## config.mk

```make
export PLATFORM = sky130hd
export DESIGN_NAME = kan_array_output_collector
export DESIGN_NICKNAME = d
export VERILOG_FILES = /design/src/rtl/kan_array_output_collector.sv
export SDC_FILE = /design/constraint.sdc
export NUM_CORES = 2
export LEC_CHECK = 0
export CORE_AREA = 2 2 439 441
export CTS_CLUSTER_DIAMETER = 60
export DETAILED_ROUTE_END_ITERATION = 7
export DIE_AREA = 0 0 441 443
export PLACE_DENSITY = 0.55
export SYNTH_ARGS = -nofsm -noshare
export SYNTH_HDL_FRONTEND = slang
export SYNTH_SLANG_ARGS = --single-unit
```

## constraint.sdc

```tcl
create_clock -name clk -period 6.6 [get_ports clk]
set_clock_uncertainty 0.05 [all_clocks]
set_input_delay 1.65 -clock clk [delete_from_list [all_inputs] [get_ports clk]]
set_output_delay 1.65 -clock clk [all_outputs]
set_load 0.1 [all_outputs]
```

## src/rtl/kan_array_output_collector.sv

```systemverilog
// kan_array_output_collector: gathers one result per PE into a frame buffer, then streams
// the frame out row-major over a valid/ready port while holding the array.
module kan_array_output_collector #(
  parameter int ARRAY_SIZE = 8,
  parameter int DATA_WIDTH = 16,
  parameter int TIMEOUT_CYCLES = 1024,
  localparam int N = ARRAY_SIZE * ARRAY_SIZE,
  localparam int IW = ARRAY_SIZE > 1 ? $clog2(ARRAY_SIZE) : 1
)(
  input  logic                    clk,
  input  logic                    rst_n,
  input  logic [N*DATA_WIDTH-1:0] pe_data,
  input  logic [N-1:0]            pe_valid,
  input  logic                    clear_status,
  output logic                    array_hold,
  output logic                    m_valid,
  input  logic                    m_ready,
  output logic [DATA_WIDTH-1:0]   m_data,
  output logic [IW-1:0]           m_row,
  output logic [IW-1:0]           m_col,
  output logic                    m_last,
  output logic                    overflow,
  output logic                    timeout,
  output logic [15:0]             frame_count
);
  localparam int XW = N > 1 ? $clog2(N) : 1;
  localparam int TW = $clog2(TIMEOUT_CYCLES + 1);
  localparam logic [0:0] COLLECT = 1'b0;
  localparam logic [0:0] DRAIN = 1'b1;
  logic [0:0] state;
  logic [N-1:0] mask, mask_nxt;
  logic [DATA_WIDTH-1:0] buffer [N];
  logic [XW-1:0] idx;
  logic [TW-1:0] cnt, cnt_nxt;
  logic collect, full, tmo_hit, hs, last, ov_set, tmo_set;
  always_comb begin
    collect = state == COLLECT;
    mask_nxt = mask | pe_valid;
    full = &mask_nxt;
    cnt_nxt = cnt + TW'(1);
    // counting starts with the first capture of the frame
    tmo_hit = (|mask_nxt) && cnt_nxt >= TW'(TIMEOUT_CYCLES);
    hs = !collect && m_ready;
    last = idx == XW'(N - 1);
    ov_set = !collect && (|pe_valid);
    tmo_set = collect && !full && tmo_hit;
  end
  always_ff @(posedge clk or negedge rst_n) begin
    if (!rst_n) begin
      state <= COLLECT;
      mask <= '0;
      for (int p = 0; p < N; p++) buffer[p] <= '0;
      idx <= '0;
      cnt <= '0;
      overflow <= 1'b0;
      timeout <= 1'b0;
      frame_count <= '0;
    end else begin
      overflow <= ov_set | (overflow & ~clear_status);
      timeout <= tmo_set | (timeout & ~clear_status);
      if (collect) begin
        for (int p = 0; p < N; p++)
          if (pe_valid[p]) buffer[p] <= pe_data[p*DATA_WIDTH +: DATA_WIDTH];
        mask <= mask_nxt;
        cnt <= (|mask_nxt) ? cnt_nxt : '0;
        if (full || tmo_hit) state <= DRAIN;
      end else if (hs) begin
        if (last) begin
          state <= COLLECT;
          mask <= '0;
          for (int p = 0; p < N; p++) buffer[p] <= '0;
          idx <= '0;
          cnt <= '0;
          frame_count <= frame_count + 16'd1;
        end else begin
          idx <= idx + XW'(1);
        end
      end
    end
  end
  assign array_hold = !collect;
  assign m_valid = !collect;
  assign m_data = collect ? '0 : buffer[idx];
  assign m_row = collect ? '0 : IW'(idx / XW'(ARRAY_SIZE));
  assign m_col = collect ? '0 : IW'(idx % XW'(ARRAY_SIZE));
  assign m_last = !collect && last;
endmodule

```

== Word-level counts from Yosys, hierarchy flattened ==
Index checks and enable logic that the tools add are counted.

* Output and inout port bits: 43
* Register bits: 1124
* Input bits: 1092

* Reduce and logical (&&, ||, !) cells: 142
* Add/subtract/negate cells: 3
* Equal/unequal tests: 3
* Bitwise operators: 8
* Muxes and demuxes: 85
* Order comparisons: 2

{| class="wikitable"
|+ Operators by type and width
! operator !! number
|-
| two-way mux 1024 bit || 3
|-
| two-way mux 16 bit || 67
|-
| AND reduction 3 bit || 65
|-
| two-way mux 64 bit || 3
|-
| nonzero test 2 bit || 64
|-
| OR reduction 64 bit || 2
|-
| binary-select mux 16 bit (select 6 bit) || 1
|-
| OR 64 bit || 1
|-
| AND reduction 64 bit || 1
|-
| two-way mux 11 bit || 4
|-
| adder 16 x 1 -> 16 bit (second input constant) || 1
|-
| adder 11 x 1 -> 11 bit (second input constant) || 1
|-
| greater-or-equal comparator 11 bit (second input constant) || 1
|-
| greater-or-equal comparator 7 bit (second input constant) || 1
|-
| inverter 6 -> 7 bit || 1
|-
| adder 6 x 1 -> 6 bit (second input constant) || 1
|-
| == test 6 bit (second input constant) || 1
|-
| logical AND 1 bit || 6
|-
| two-way mux 3 bit || 2
|-
| two-way mux 6 bit || 1
|-
| two-way mux 1 bit || 4
|-
| != test 2 x 1 -> 1 bit (second input constant) || 2
|-
| AND reduction 2 bit || 2
|-
| AND 1 bit || 2
|-
| 4 further kinds || 6
|}

== Depth between registers and ports, before layout ==
* Word-level depth: 6
* Gate-level depth with buffers: 9
* Mapped depth without buffers: 7

== Worst setup path after synthesis ==
No wires, ideal clock.

* Path kind: register to output
* Start: reg state, in the netlist array_hold
* End: out m_last
* Data arrival time: 4046 ps
* Setup slack: 854 ps
* Cell stages (with the launch flop): 6
* Required time: 4900 ps
* Cells stage by stage: dfrtp_1 clkbuf_1 clkinv_1 buf_2 buf_1 nor3_1

* Cells in the longest elaborated chain, start to end: 1

{| class="wikitable"
|+ Ends and longest elaborated chain
! item !! RTL line !! source
|-
| start, declared || 30 || <nowiki>logic [0:0] state;</nowiki>
|-
| start signal, assigned || 50 || <nowiki>state <= COLLECT;</nowiki>
|-
| start signal, assigned || 66 || <nowiki>if (full || tmo_hit) state <= DRAIN;</nowiki>
|-
| start signal, assigned || 69 || <nowiki>state <= COLLECT;</nowiki>
|-
| logical AND 1 bit || 86 || <nowiki>assign m_last = !collect && last;</nowiki>
|-
| end, declared || 21 || <nowiki>output logic m_last,</nowiki>
|}

Every way passes these cells.

== Worst setup path after layout ==
* Start: reg idx[3]
* End: out m_data[8]

* Cells in the longest elaborated chain, start to end: 5

{| class="wikitable"
|+ Ends and longest elaborated chain
! item !! RTL line !! source
|-
| start, declared || 33 || <nowiki>logic [XW-1:0] idx;</nowiki>
|-
| start signal, assigned || 76 || <nowiki>idx <= idx + XW'(1);</nowiki>
|-
| inverter 6 -> 7 bit (implied by the code) || 83 || <nowiki>assign m_data = collect ? '0 : buffer[idx];</nowiki>
|-
| binary-select mux 16 bit (select 6 bit) || 83 ||
|-
| two-way mux 16 bit (implied by the code) (2 in a row) || 83 ||
|-
| two-way mux 16 bit || 83 ||
|-
| end, declared || 18 || <nowiki>output logic [DATA_WIDTH-1:0] m_data,</nowiki>
|}

Every way passes these cells. The select of a mux whose other input is x is not followed.

==> run metrics <==
critical path arrival between 4 and 5 ns; met2 wire len 139,000 um; most common cell after layout, fill and taps aside nand2_1; worst IR drop on VDD 0.479 mV; Pwr Density 295 nW/um2; Cell Area, Synth 53,300 um2; global route total overflow 0; Final Non-Filler Cells around 9,400; # clock sinks 1,124; LEAKAGE 34.1 nW; Netlist cell types 52; DRT iter0 DRCs 5,405; # setup viols final 1; clk slew on worst S/H paths 0.06 ns; dpl cells ~9,100; PortBufs 1,134; total iterations of the first detailed-routing run 6; CTS tree done; Root Buffer clkbuf_16; crit path cell chain nor2b_2, nand3_1, o22ai_1, nor4_1, o2111ai_1, and4_1, buf_12; failing checks negative setup slack; post-route ant nets 0; most frequent cells in the layout nand2_1, dfrtp_1, clkdlybuf4s50_1; Seq/Total Area, Yosys 52.8%; Main synth FF type dfrtp_1; die height 443 um; cell count after synthesis 5,782; outcome finished with violations; die area 195,000 um2; Vias per Instance 5.26; initial antenna violation count 65; syn_nets roughly 6,900; row count 161; Crit Path Max Fanout 51; Max Buffers Root-to-Sink 3; origin of the worst setup path idx[3]; FILL cells about 19,000; Tot GR Track Use between 20% and 30%; DRC 0; Post CTS Setup Buffer Count 0; Max Used Layer met5; CTS Buf Count 143; Initial Util 27.9%; worst rel slew slack about 11%; Die W 441 um; H-tree Lvls 4; number of global-route vias before repair 49,700; Met3 Wirelength ~19,000 um; fin. max-slew vios 0; worst r2r src array_hold; Mean Syn Cell Area 9.21 um2; endpoint class of the critical path output pin; fmax roughly 150 MHz; Slowest-stage cell, CP dfrtp_4; Tot Pwr around 21 mW; critical path class flip-flop to output pin; post-DP HPWL 227,000 um; hold crit path type flip-flop to flip-flop; routed vias 49,700; fraction of layout cells with a size suffix above 1 9.76%; Worst-Skew Late Latency 0.79 ns; final setup margin -0.0336 ns; core area 191,000 um2; Async SR Flop Fraction 100%; post-CTS sizing 2; Yosys reg bits between 1,000 and 1,500; Req. time, crit path 4.90 ns; area delta synth->final 36.0%; Period minus WS final 6.63 ns; final wirelength 290,000 um; largest net degree at the start of global routing 191; Final Hold Vio Count 0; CP startpoint kind flip-flop; Post-CTS Hold Buffers 0; gpl congestion 1.01; I/O pin count 1,135; Post-synth EDFFs 0; Yosys warning total 0; WL/cell 30.7 um; hold path start buffer[560]; number of max-cap violations 0; RSZ-0062 raised after global routing no; final worst-path cycle share 101%; first-pass GRT wire length 395,000 um; Worst Tran Pin Value 1.33 ns; worst slack, placed approximately 0.8 ns; nets@finish 7,856; met1 wire length 111,000 um; Slowest Stage Delay on Critical Path ~0.83 ns; Crit path buffers/inverters 1; CP top delay family simple AND/OR/NAND/NOR gates
[path summary, 6_finish.rpt]
check | endpoint | slack [ns] | depth (start not counted)
max | m_data[8] | -0.03 | 7
max in group asynchronous | array_hold | 4.22 | 2
max reg2reg | buffer[763] | 2.72 | 6
min in group asynchronous | buffer[505] | 0.85 | 1
min reg2reg | buffer[560] | 0.41 | 2
min | buffer[560] | 0.41 | 2
[registers in the layout, summed over array words and instances (netlist names)]
| name | count |
|---|---|
| idx | 6 |
| array_hold | 1 |
| mask | 64 |
| frame_count | 16 |
| timeout | 1 |
| overflow | 1 |
| cnt | 11 |
| buffer | 1024 |
[power by group]
part | total, mW | switching (mW) | internal, mW
logic | 5.56 | 3.54 | 2.02
clock network | 8.17 | 3.32 | 4.85
registers | 7.65 | 0.466 | 7.19
total | 21.4 | 7.32 | 14.1
[layout make-up]
type                       count  area, um2  share of cell area (%)
inverter                       5       26.3                  0.0363
clock inverter                62        807                    1.11
multi-input combinational   4223      23400                    32.3
tap                         2526       3160                    4.36
clock buffer                 195       4050                    5.59
timing repair buffer        1264      12700                    17.5
sequential                  1124      28100                    38.9
antenna                       46        115                   0.159
[cells by family after synthesis]
kind of cell	share of synthesized area (%)
buf+inv	3.55
mux	11.1
xor+xnor	0.329
compound gates	4.40
flops	52.8
fa+ha+maj	0.0705
simple gates	27.7
[synthesized netlist by cell type, types with 22 or more instances]
cell type | count | share of area [%]
nand2_1 | 2152 | 15
clkbuf_1 | 274 | 1.9
buf_2 | 78 | 0.73
buf_4 | 23 | 0.32
buf_1 | 45 | 0.32
nand3_1 | 873 | 8.2
mux2i_1 | 160 | 3.0
o21ai_0 | 112 | 1.1
nor2_1 | 244 | 1.7
nor4_1 | 52 | 0.61
mux4_2 | 192 | 8.1
and3_1 | 22 | 0.26
a21oi_1 | 82 | 0.77
nor2b_1 | 66 | 0.78
o22ai_1 | 81 | 0.95
dfrtp_1 | 1124 | 53
[worst reg2reg max path, cell delays in order (launching register included)]
cell,delay [ns]
dfrtp_4,0.61
inv_8,0.63
buf_4,0.93
buf_4,0.75
nand2_1,0.51
nand2_1,0.18
a21oi_1,0.08
[metrics by stage]
step	hold WS [ns]	utilization, %	TNS, ns	cell area (um2)
floorplan	0.383	-	0	53300
global placement	0.395	35.3	0	67400
detailed placement	0.400	35.3	0	67400
CTS	0.413	37.8	0	72300
global route	0.431	37.9	0	72400
finish	0.409	37.9	-0.0336	72400
[layer usage]
layer / vias up / track usage, %
met1: 25200 / 35.4
met3: 566 / 5.06
met5: - / 0
met2: 2321 / 46.8
met4: 20 / 19.1
li1: 21600 / -
(Power assumes the default switching activity.)
